### config.mk
export PLATFORM = sky130hd
export DESIGN_NAME = decision_stream
export DESIGN_NICKNAME = d
export VERILOG_FILES = /design/src/rtl/decision_pkg.sv /design/src/rtl/decision_classifier.sv /design/src/rtl/decision_stream.sv
export SDC_FILE = /design/constraint.sdc
export NUM_CORES = 2
export LEC_CHECK = 0
export ABC_AREA = 1
export CAP_MARGIN = 25
export CELL_PAD_IN_SITES_DETAIL_PLACEMENT = 1
export CELL_PAD_IN_SITES_GLOBAL_PLACEMENT = 2
export CORE_AREA = 3 3 407 409
export DETAILED_ROUTE_END_ITERATION = 12
export DIE_AREA = 0 0 410 412
export PLACE_DENSITY_LB_ADDON = 0.08
export SLEW_MARGIN = 5
export SYNTH_ARGS = -nofsm -noshare
export SYNTH_HDL_FRONTEND = slang
export SYNTH_SLANG_ARGS = --single-unit
### constraint.sdc
create_clock -name clk -period 17.5 [get_ports clk]
set_clock_uncertainty 0.2 [all_clocks]
set_input_delay 5.25 -clock clk [delete_from_list [all_inputs] [get_ports clk]]
set_output_delay 5.25 -clock clk [all_outputs]
set_load 0.02 [all_outputs]
### src/rtl/decision_pkg.sv
// Shared constants for the decision stream: register map, decision and mode
// codes, stream header type, FSM states and the per-class overlay palette.
package decision_pkg;

  localparam int unsigned PIX_W = 24;
  localparam int unsigned CLS_W = 3;

  localparam int unsigned REG_CTRL         = 0;
  localparam int unsigned REG_STATUS       = 1;
  localparam int unsigned REG_DECISION     = 2;
  localparam int unsigned REG_FRAME_CNT    = 3;
  localparam int unsigned REG_CLASS_BASE   = 8;
  localparam int unsigned REG_CLASS_STRIDE = 4;
  localparam int unsigned REG_LO_OFS       = 0;
  localparam int unsigned REG_HI_OFS       = 1;
  localparam int unsigned REG_CNT_OFS      = 2;
  localparam int unsigned REG_XSUM_OFS     = 3;

  localparam logic [3:0] HDR_VIDEO = 4'h0;

  typedef enum logic [1:0] {
    DEC_STOP     = 2'd0,
    DEC_LEFT     = 2'd1,
    DEC_STRAIGHT = 2'd2,
    DEC_RIGHT    = 2'd3
  } decision_e;

  typedef enum logic [1:0] {
    MODE_PASS    = 2'd0,
    MODE_OVERLAY = 2'd1,
    MODE_MASK    = 2'd2,
    MODE_PASS_3  = 2'd3
  } mode_e;

  typedef enum logic [1:0] {
    ST_IDLE    = 2'd0,
    ST_VIDEO   = 2'd1,
    ST_CTRLPKT = 2'd2
  } state_e;

  typedef struct packed {
    logic [7:0] r;
    logic [7:0] g;
    logic [7:0] b;
  } rgb_t;

  function automatic logic [PIX_W-1:0] class_colour(input logic [CLS_W-1:0] idx);
    case (idx)
      3'd0:    class_colour = 24'hFF0000;
      3'd1:    class_colour = 24'h00FF00;
      3'd2:    class_colour = 24'h0000FF;
      3'd3:    class_colour = 24'hFFFF00;
      3'd4:    class_colour = 24'hFF00FF;
      3'd5:    class_colour = 24'h00FFFF;
      3'd6:    class_colour = 24'hFF8000;
      default: class_colour = 24'h8000FF;
    endcase
  endfunction

endpackage

### src/rtl/decision_classifier.sv
// Box classifier: matches a pixel against NUM_CLASSES inclusive RGB ranges and
// returns the lowest-index hit.
module decision_classifier
  import decision_pkg::*;
#(
  parameter int unsigned NUM_CLASSES = 4
) (
  input  rgb_t                              pixel,
  input  logic [NUM_CLASSES-1:0][PIX_W-1:0] lo,
  input  logic [NUM_CLASSES-1:0][PIX_W-1:0] hi,
  output logic                              hit_c,
  output logic [CLS_W-1:0]                  cls_c
);

  rgb_t lo_k;
  rgb_t hi_k;

  // Walk from the top class down so the lowest matching index is left standing.
  always_comb begin
    hit_c = 1'b0;
    cls_c = '0;
    lo_k  = '0;
    hi_k  = '0;
    for (int k = int'(NUM_CLASSES) - 1; k >= 0; k--) begin
      lo_k = rgb_t'(lo[k]);
      hi_k = rgb_t'(hi[k]);
      if ((pixel.r >= lo_k.r) && (pixel.r <= hi_k.r) &&
          (pixel.g >= lo_k.g) && (pixel.g <= hi_k.g) &&
          (pixel.b >= lo_k.b) && (pixel.b <= hi_k.b)) begin
        hit_c = 1'b1;
        cls_c = CLS_W'(k);
      end
    end
  end

endmodule

### src/rtl/decision_stream.sv
// Inline video classifier: per-class count/x-sum per frame and a steering
// decision on the MM slave. DECISION_OVERLAY_EN enables overlay/mask recolouring.
module decision_stream
  import decision_pkg::*;
#(
  parameter int unsigned NUM_CLASSES = 4,
  parameter int unsigned IMG_W       = 640,
  parameter int unsigned ADDR_W      = 5
) (
  input  logic              clk,
  input  logic              reset,
  input  logic              s_chipselect,
  input  logic              s_read,
  input  logic              s_write,
  input  logic [ADDR_W-1:0] s_address,
  input  logic [31:0]       s_writedata,
  output logic [31:0]       s_readdata,
  input  logic [23:0]       sink_data,
  input  logic              sink_valid,
  input  logic              sink_sop,
  input  logic              sink_eop,
  output logic              sink_ready,
  output logic [23:0]       source_data,
  output logic              source_valid,
  output logic              source_sop,
  output logic              source_eop,
  input  logic              source_ready,
  input  logic [1:0]        mode
);

  localparam int unsigned X_W       = $clog2(IMG_W);
  localparam int unsigned LEFT_LIM  = IMG_W / 3;
  localparam int unsigned RIGHT_LIM = (2 * IMG_W) / 3;

  typedef logic [NUM_CLASSES-1:0][PIX_W-1:0] thr_arr_t;
  typedef logic [NUM_CLASSES-1:0][31:0]      acc_arr_t;

  state_e            state_q, state_d;
  logic [X_W-1:0]    x_q, x_d;
  acc_arr_t          cnt_q, cnt_d, xs_q, xs_d;
  acc_arr_t          snap_cnt_q, snap_cnt_d, snap_xs_q, snap_xs_d;
  thr_arr_t          lo_sh_q, lo_sh_d, hi_sh_q, hi_sh_d;
  thr_arr_t          lo_wk_q, lo_wk_d, hi_wk_q, hi_wk_d;
  logic              enable_sh_q, enable_sh_d, enable_wk_q, enable_wk_d;
  logic [CLS_W-1:0]  target_sh_q, target_sh_d, target_wk_q, target_wk_d;
  logic [15:0]       min_sh_q, min_sh_d, min_wk_q, min_wk_d;
  logic              frame_done_q, frame_done_d, abort_err_q, abort_err_d;
  decision_e         decision_q, decision_d;
  logic [31:0]       frame_cnt_q, frame_cnt_d;
  logic [31:0]       rdata_q, rdata_d;
  logic [PIX_W-1:0]  src_data_q, src_data_d;
  logic              src_valid_q, src_valid_d, src_sop_q, src_sop_d, src_eop_q, src_eop_d;

  logic              hit_c;
  logic [CLS_W-1:0]  cls_c;
  logic [PIX_W-1:0]  pix_xform_c;
  logic              accept_c;
  logic              mm_wr_c;
  acc_arr_t          cnt_upd_c, xs_upd_c;
  logic [32:0]       xs_sum_c;
  logic [31:0]       tgt_cnt_c, tgt_xs_c;
  logic [41:0]       lim_left_c, lim_right_c;
  decision_e         dec_new_c;
  logic [31:0]       rd_mux_c;

  decision_classifier #(.NUM_CLASSES(NUM_CLASSES)) u_classifier (
    .pixel (rgb_t'(sink_data)),
    .lo    (lo_wk_q),
    .hi    (hi_wk_q),
    .hit_c (hit_c),
    .cls_c (cls_c)
  );

  assign sink_ready   = ~reset & (source_ready | ~src_valid_q);
  assign accept_c     = sink_valid & sink_ready;
  assign mm_wr_c      = s_chipselect & s_write;
  assign s_readdata   = rdata_q;
  assign source_data  = src_data_q;
  assign source_valid = src_valid_q;
  assign source_sop   = src_sop_q;
  assign source_eop   = src_eop_q;

`ifdef DECISION_OVERLAY_EN
  // Recolour matched pixels of video payload beats; headers stay untouched.
  always_comb begin
    pix_xform_c = sink_data;
    if ((state_q == ST_VIDEO) && !sink_sop && enable_wk_q) begin
      case (mode)
        MODE_OVERLAY: if (hit_c) pix_xform_c = class_colour(cls_c);
        MODE_MASK:    pix_xform_c = hit_c ? 24'hFFFFFF : 24'h000000;
        default:      pix_xform_c = sink_data;
      endcase
    end
  end
`else
  logic unused_mode;
  assign unused_mode = ^mode;
  assign pix_xform_c = sink_data;
`endif

  // Register readback mux.
  always_comb begin
    rd_mux_c = '0;
    if (s_address == ADDR_W'(REG_CTRL))      rd_mux_c = {min_sh_q, 12'd0, target_sh_q, enable_sh_q};
    if (s_address == ADDR_W'(REG_STATUS))    rd_mux_c = {30'd0, abort_err_q, frame_done_q};
    if (s_address == ADDR_W'(REG_DECISION))  rd_mux_c = {30'd0, decision_q};
    if (s_address == ADDR_W'(REG_FRAME_CNT)) rd_mux_c = frame_cnt_q;
    for (int unsigned k = 0; k < NUM_CLASSES; k++) begin
      if (s_address == ADDR_W'(REG_CLASS_BASE + REG_CLASS_STRIDE * k + REG_LO_OFS))
        rd_mux_c = {8'd0, lo_sh_q[k]};
      if (s_address == ADDR_W'(REG_CLASS_BASE + REG_CLASS_STRIDE * k + REG_HI_OFS))
        rd_mux_c = {8'd0, hi_sh_q[k]};
      if (s_address == ADDR_W'(REG_CLASS_BASE + REG_CLASS_STRIDE * k + REG_CNT_OFS))
        rd_mux_c = snap_cnt_q[k];
      if (s_address == ADDR_W'(REG_CLASS_BASE + REG_CLASS_STRIDE * k + REG_XSUM_OFS))
        rd_mux_c = snap_xs_q[k];
    end
  end

  // Accumulator update for the current beat and the decision it would yield.
  always_comb begin
    cnt_upd_c = cnt_q;
    xs_upd_c  = xs_q;
    xs_sum_c  = '0;
    tgt_cnt_c = '0;
    tgt_xs_c  = '0;
    for (int unsigned k = 0; k < NUM_CLASSES; k++) begin
      if (enable_wk_q && hit_c && (cls_c == CLS_W'(k))) begin
        cnt_upd_c[k] = (cnt_q[k] == '1) ? cnt_q[k] : cnt_q[k] + 32'd1;
        xs_sum_c     = {1'b0, xs_q[k]} + 33'(x_q);
        xs_upd_c[k]  = xs_sum_c[32] ? '1 : xs_sum_c[31:0];
      end
    end
    for (int unsigned k = 0; k < NUM_CLASSES; k++) begin
      if (target_wk_q == CLS_W'(k)) begin
        tgt_cnt_c = cnt_upd_c[k];
        tgt_xs_c  = xs_upd_c[k];
      end
    end
    lim_left_c  = 42'(tgt_cnt_c) * 42'(LEFT_LIM);
    lim_right_c = 42'(tgt_cnt_c) * 42'(RIGHT_LIM);
    if (tgt_cnt_c < 32'(min_wk_q))          dec_new_c = DEC_STOP;
    else if (42'(tgt_xs_c) < lim_left_c)    dec_new_c = DEC_LEFT;
    else if (42'(tgt_xs_c) > lim_right_c)   dec_new_c = DEC_RIGHT;
    else                                    dec_new_c = DEC_STRAIGHT;
  end

  // Next-state: MM writes, stream FSM, publish and output register.
  always_comb begin
    state_d      = state_q;
    x_d          = x_q;
    cnt_d        = cnt_q;
    xs_d         = xs_q;
    snap_cnt_d   = snap_cnt_q;
    snap_xs_d    = snap_xs_q;
    lo_sh_d      = lo_sh_q;
    hi_sh_d      = hi_sh_q;
    lo_wk_d      = lo_wk_q;
    hi_wk_d      = hi_wk_q;
    enable_sh_d  = enable_sh_q;
    enable_wk_d  = enable_wk_q;
    target_sh_d  = target_sh_q;
    target_wk_d  = target_wk_q;
    min_sh_d     = min_sh_q;
    min_wk_d     = min_wk_q;
    frame_done_d = frame_done_q;
    abort_err_d  = abort_err_q;
    decision_d   = decision_q;
    frame_cnt_d  = frame_cnt_q;
    rdata_d      = rdata_q;
    src_data_d   = src_data_q;
    src_valid_d  = src_valid_q;
    src_sop_d    = src_sop_q;
    src_eop_d    = src_eop_q;

    if (mm_wr_c) begin
      if (s_address == ADDR_W'(REG_CTRL)) begin
        enable_sh_d = s_writedata[0];
        target_sh_d = s_writedata[3:1];
        min_sh_d    = s_writedata[31:16];
      end
      if (s_address == ADDR_W'(REG_STATUS)) begin
        frame_done_d = frame_done_q & ~s_writedata[0];
        abort_err_d  = abort_err_q & ~s_writedata[1];
      end
      for (int unsigned k = 0; k < NUM_CLASSES; k++) begin
        if (s_address == ADDR_W'(REG_CLASS_BASE + REG_CLASS_STRIDE * k + REG_LO_OFS))
          lo_sh_d[k] = s_writedata[PIX_W-1:0];
        if (s_address == ADDR_W'(REG_CLASS_BASE + REG_CLASS_STRIDE * k + REG_HI_OFS))
          hi_sh_d[k] = s_writedata[PIX_W-1:0];
      end
    end

    if (s_chipselect && s_read) rdata_d = rd_mux_c;

    if (accept_c) begin
      src_valid_d = 1'b1;
      src_sop_d   = sink_sop;
      src_eop_d   = sink_eop;
      src_data_d  = pix_xform_c;
      if (sink_sop) begin
        // A header always restarts: an open video frame is dropped unpublished.
        if (state_q == ST_VIDEO) abort_err_d = 1'b1;
        cnt_d       = '0;
        xs_d        = '0;
        x_d         = '0;
        lo_wk_d     = lo_sh_q;
        hi_wk_d     = hi_sh_q;
        enable_wk_d = enable_sh_q;
        target_wk_d = target_sh_q;
        min_wk_d    = min_sh_q;
        src_data_d  = sink_data;
        if (sink_eop)                            state_d = ST_IDLE;
        else if (sink_data[3:0] == HDR_VIDEO)    state_d = ST_VIDEO;
        else                                     state_d = ST_CTRLPKT;
      end else if (state_q == ST_VIDEO) begin
        x_d = (x_q == X_W'(IMG_W - 1)) ? '0 : x_q + X_W'(1);
        if (sink_eop) begin
          snap_cnt_d   = cnt_upd_c;
          snap_xs_d    = xs_upd_c;
          decision_d   = dec_new_c;
          frame_cnt_d  = frame_cnt_q + 32'd1;
          frame_done_d = 1'b1;
          cnt_d        = '0;
          xs_d         = '0;
          x_d          = '0;
          state_d      = ST_IDLE;
        end else begin
          cnt_d = cnt_upd_c;
          xs_d  = xs_upd_c;
        end
      end else if ((state_q == ST_CTRLPKT) && sink_eop) begin
        state_d = ST_IDLE;
      end
    end else if (source_ready) begin
      src_valid_d = 1'b0;
    end
  end

  always_ff @(posedge clk) begin
    if (reset) begin
      state_q      <= ST_IDLE;
      x_q          <= '0;
      cnt_q        <= '0;
      xs_q         <= '0;
      snap_cnt_q   <= '0;
      snap_xs_q    <= '0;
      lo_sh_q      <= {NUM_CLASSES{24'hFFFFFF}};
      hi_sh_q      <= '0;
      lo_wk_q      <= {NUM_CLASSES{24'hFFFFFF}};
      hi_wk_q      <= '0;
      enable_sh_q  <= 1'b1;
      enable_wk_q  <= 1'b1;
      target_sh_q  <= '0;
      target_wk_q  <= '0;
      min_sh_q     <= 16'd16;
      min_wk_q     <= 16'd16;
      frame_done_q <= 1'b0;
      abort_err_q  <= 1'b0;
      decision_q   <= DEC_STOP;
      frame_cnt_q  <= '0;
      rdata_q      <= '0;
      src_data_q   <= '0;
      src_valid_q  <= 1'b0;
      src_sop_q    <= 1'b0;
      src_eop_q    <= 1'b0;
    end else begin
      state_q      <= state_d;
      x_q          <= x_d;
      cnt_q        <= cnt_d;
      xs_q         <= xs_d;
      snap_cnt_q   <= snap_cnt_d;
      snap_xs_q    <= snap_xs_d;
      lo_sh_q      <= lo_sh_d;
      hi_sh_q      <= hi_sh_d;
      lo_wk_q      <= lo_wk_d;
      hi_wk_q      <= hi_wk_d;
      enable_sh_q  <= enable_sh_d;
      enable_wk_q  <= enable_wk_d;
      target_sh_q  <= target_sh_d;
      target_wk_q  <= target_wk_d;
      min_sh_q     <= min_sh_d;
      min_wk_q     <= min_wk_d;
      frame_done_q <= frame_done_d;
      abort_err_q  <= abort_err_d;
      decision_q   <= decision_d;
      frame_cnt_q  <= frame_cnt_d;
      rdata_q      <= rdata_d;
      src_data_q   <= src_data_d;
      src_valid_q  <= src_valid_d;
      src_sop_q    <= src_sop_d;
      src_eop_q    <= src_eop_d;
    end
  end

endmodule
==> qor.txt <==
Max incr delay on CP - 0.95 ns
Ys async rst share - 0
Synth Area per Inst - 6.952 um^2
Htree depth - 4
Max Slew Vio Count - 0
Hpwl dp - 229.6 mm
Worst vdd ir - 0.1060 mV
Number of flops mapped to enable cells by yosys - 0
Outcome - finished, final reports clean
Startpoint types - primary input
Setup violators final - 0
CTS Buffer Depth - 3
Clock transition at the registers of the reported paths - 0.05 ns
Clk_lat worst skew - 0.81 ns
Worst-path fanout max - 7
Seq cells post-synth - 1043
Min Tclk post-route - 16.11 ns
Final net count - 9638
Routed WL per cell - 26.42 um
GR Util All Layers - 0.3459
Maximum number of pins on one net before global-route repair - 194
Slew margin rel. - 0.2188
Routability Congestion - 0.9523
Routed wire length - 299.1 mm
Final hold vios - 0
Area delta synth->final - 13.00%
Filler cell count in the final layout - 20650
Synth warn - 0
Drt pass-1 iters - 6
Most frequent cells in the layout - 1825 x nand2_1, 1132 x inv_1, 1059 x a21oi_1, 1043 x dfxtp_1, 784 x o21ai_0
Initial Utilization - 0.3882
Multi-input logic area - 36130 um^2
Final worst-path cycle share - 0.9205
Root buffer cell - clkbuf_16
Syn_nets - 9672
Max Freq - 62.08 MHz
Register area - 20880 um^2
Row count - 148
LEAKAGE - 0.03033 uW
Flop2flop setup slack - 6.89 ns
RSZ-0062 raised after global routing - false
Post-cts hold buffer count - 0
Min-delay src - hi_wk_q[57]
I/O pin count - 132
PortBufs - 129
Vias/cell - 5.649
DR iter-0 viols - 5438
Sequential area share after synthesis - 0.3312
Yosys cell types - 68
Total core area - 162400 um^2
Die width - 410 um
Post-Syn Area - 63050 um^2
Cts repair resizes - 0
Die extent in y - 412 um
Post-route DRC - 0
CP max stage cell - clkdlybuf4s50_1
Slew @ Worst Pin - 1.172 ns
Crit path top cell by count - nand2_1
Initial antenna violation count - 14
Final Core Density - 0.4387
Critical register-to-register path startpoint - lo_wk_q[71]
HP Class - register to register
CP Class - primary input to register
Num Clock Sinks - 1043
Synth Instances - 9069
MaxCap Viol Count - 0
Cell area power density - 81.43 nW/um^2
Number of global-route vias before repair - 63090
Most common cell after layout, fill and taps aside - nand2_1
Share of layout cells above drive strength 1 - 0.05732
CP Data Required Time - 17.90 ns
Pwr Total - 5801 uW
Ys flop type - dfxtp_1
First-pass GRT wire length - 432.8 mm
Setup_tns - 0 ns
Post-CTS Repair Setup Buffers - 0
Critical Path Source - sink_data[23]
TritonCTS clock tree - yes
Worst EP arrival - 16.51 ns
Worst Setup End Kind - register
Post-DRT Antenna Nets - 0
Inserted Clock Buffers - 132
Gr ovfl total - 0
Via count - 63950
Die area - 168900 um^2
[final timing paths]
kind	endpoint	cells past startpoint
min	hi_wk_q[57]	2
max reg2reg	decision_q[0]	47
max	decision_q[0]	48
min reg2reg	hi_wk_q[57]	2
[worst max-delay path: cells and delay by family]
family	cells	cell delay, ns
AO/OA/AOI/OAI	8	2.38
AND/OR/NAND/NOR	24	3.77
adder cells (fa/ha/maj)	7	2.76
buffers and inverters	8	1.90
XOR/XNOR	1	0.40
[state kept, by name (all words and copies together), names as in the netlist, 96 cells and up]
register,count
snap_xs_q,128
lo_wk_q,96
snap_cnt_q,128
lo_sh_q,96
hi_sh_q,96
cnt_q,128
xs_q,128
hi_wk_q,96
[area by class of cell]
class | instances | area share
diodes | 3 | 0.0001054
clock buffers | 186 | 0.05246
clock inverters | 55 | 0.01200
inverters | 1166 | 0.06175
multi-input cells | 6415 | 0.5072
flip-flops and latches | 1043 | 0.2931
well taps | 2175 | 0.03820
repair buffers | 277 | 0.03523
[Yosys cell counts (13+ instances only)]
cell	n	area share
o22ai_1	78	0.0077
o2111ai_1	25	0.0035
a211oi_1	19	0.0023
nor2_1	714	0.043
inv_1	1132	0.067
xnor2_1	50	0.0069
xor2_1	172	0.024
a221oi_1	26	0.0036
clkbuf_1	396	0.024
nand2_1	1826	0.11
o211ai_1	72	0.0086
inv_2	24	0.0014
nor2_2	25	0.0025
nor3_1	127	0.010
o221ai_1	25	0.0035
nand4_1	164	0.016
buf_1	27	0.0016
nor4_1	51	0.0051
buf_2	13	0.0010
or2_2	38	0.0038
o21ai_0	784	0.062
fa_1	88	0.028
dfxtp_1	1043	0.33
o21a_1	25	0.0030
ha_1	443	0.088
a22oi_1	13	0.0015
nand3_1	431	0.034
a31oi_1	24	0.0024
o21bai_1	13	0.0015
a21oi_1	1059	0.084
[cells by family after synthesis]
group | count (synthesis) | synth area share
flops | 1043 | 0.3312
buf+inv | 1611 | 0.09680
simple gates | 3451 | 0.2350
fa+ha+maj | 531 | 0.1159
compound gates | 2209 | 0.1899
xor+xnor | 224 | 0.03135
[through the flow]
step | setup WS, ns | std cells | cell area, um^2 | hold WS, ns
3_3_place_gp | 0.9090 | 11070 | 66530 | 0.2437
3_5_place_dp | 0.8332 | 11070 | 66620 | 0.2520
6_report | 1.391 | 11320 | 71240 | 0.2588
4_1_cts | 1.610 | 11320 | 71220 | 0.2605
2_1_floorplan | 4.543 | 9069 | 63050 | 0.2305
5_1_grt | 0.7818 | 11320 | 71240 | 0.2781
[routing by layer]
metal	GRT usage	routed length (um)	share of wire
met4	0.1588	15860	0.053
met3	0.04274	16180	0.054
met5	0	92	0.00031
met1	0.4577	131600	0.44
met2	0.5619	135400	0.45
[where the power goes]
| group | switching [uW] | total, uW | internal (uW) |
|---|---|---|---|
| sequential | 17.0 | 2430 | 2410 |
| combinational | 319 | 445 | 126 |
| clock | 1220 | 2930 | 1710 |
Power figures use the tool's default switching activity.
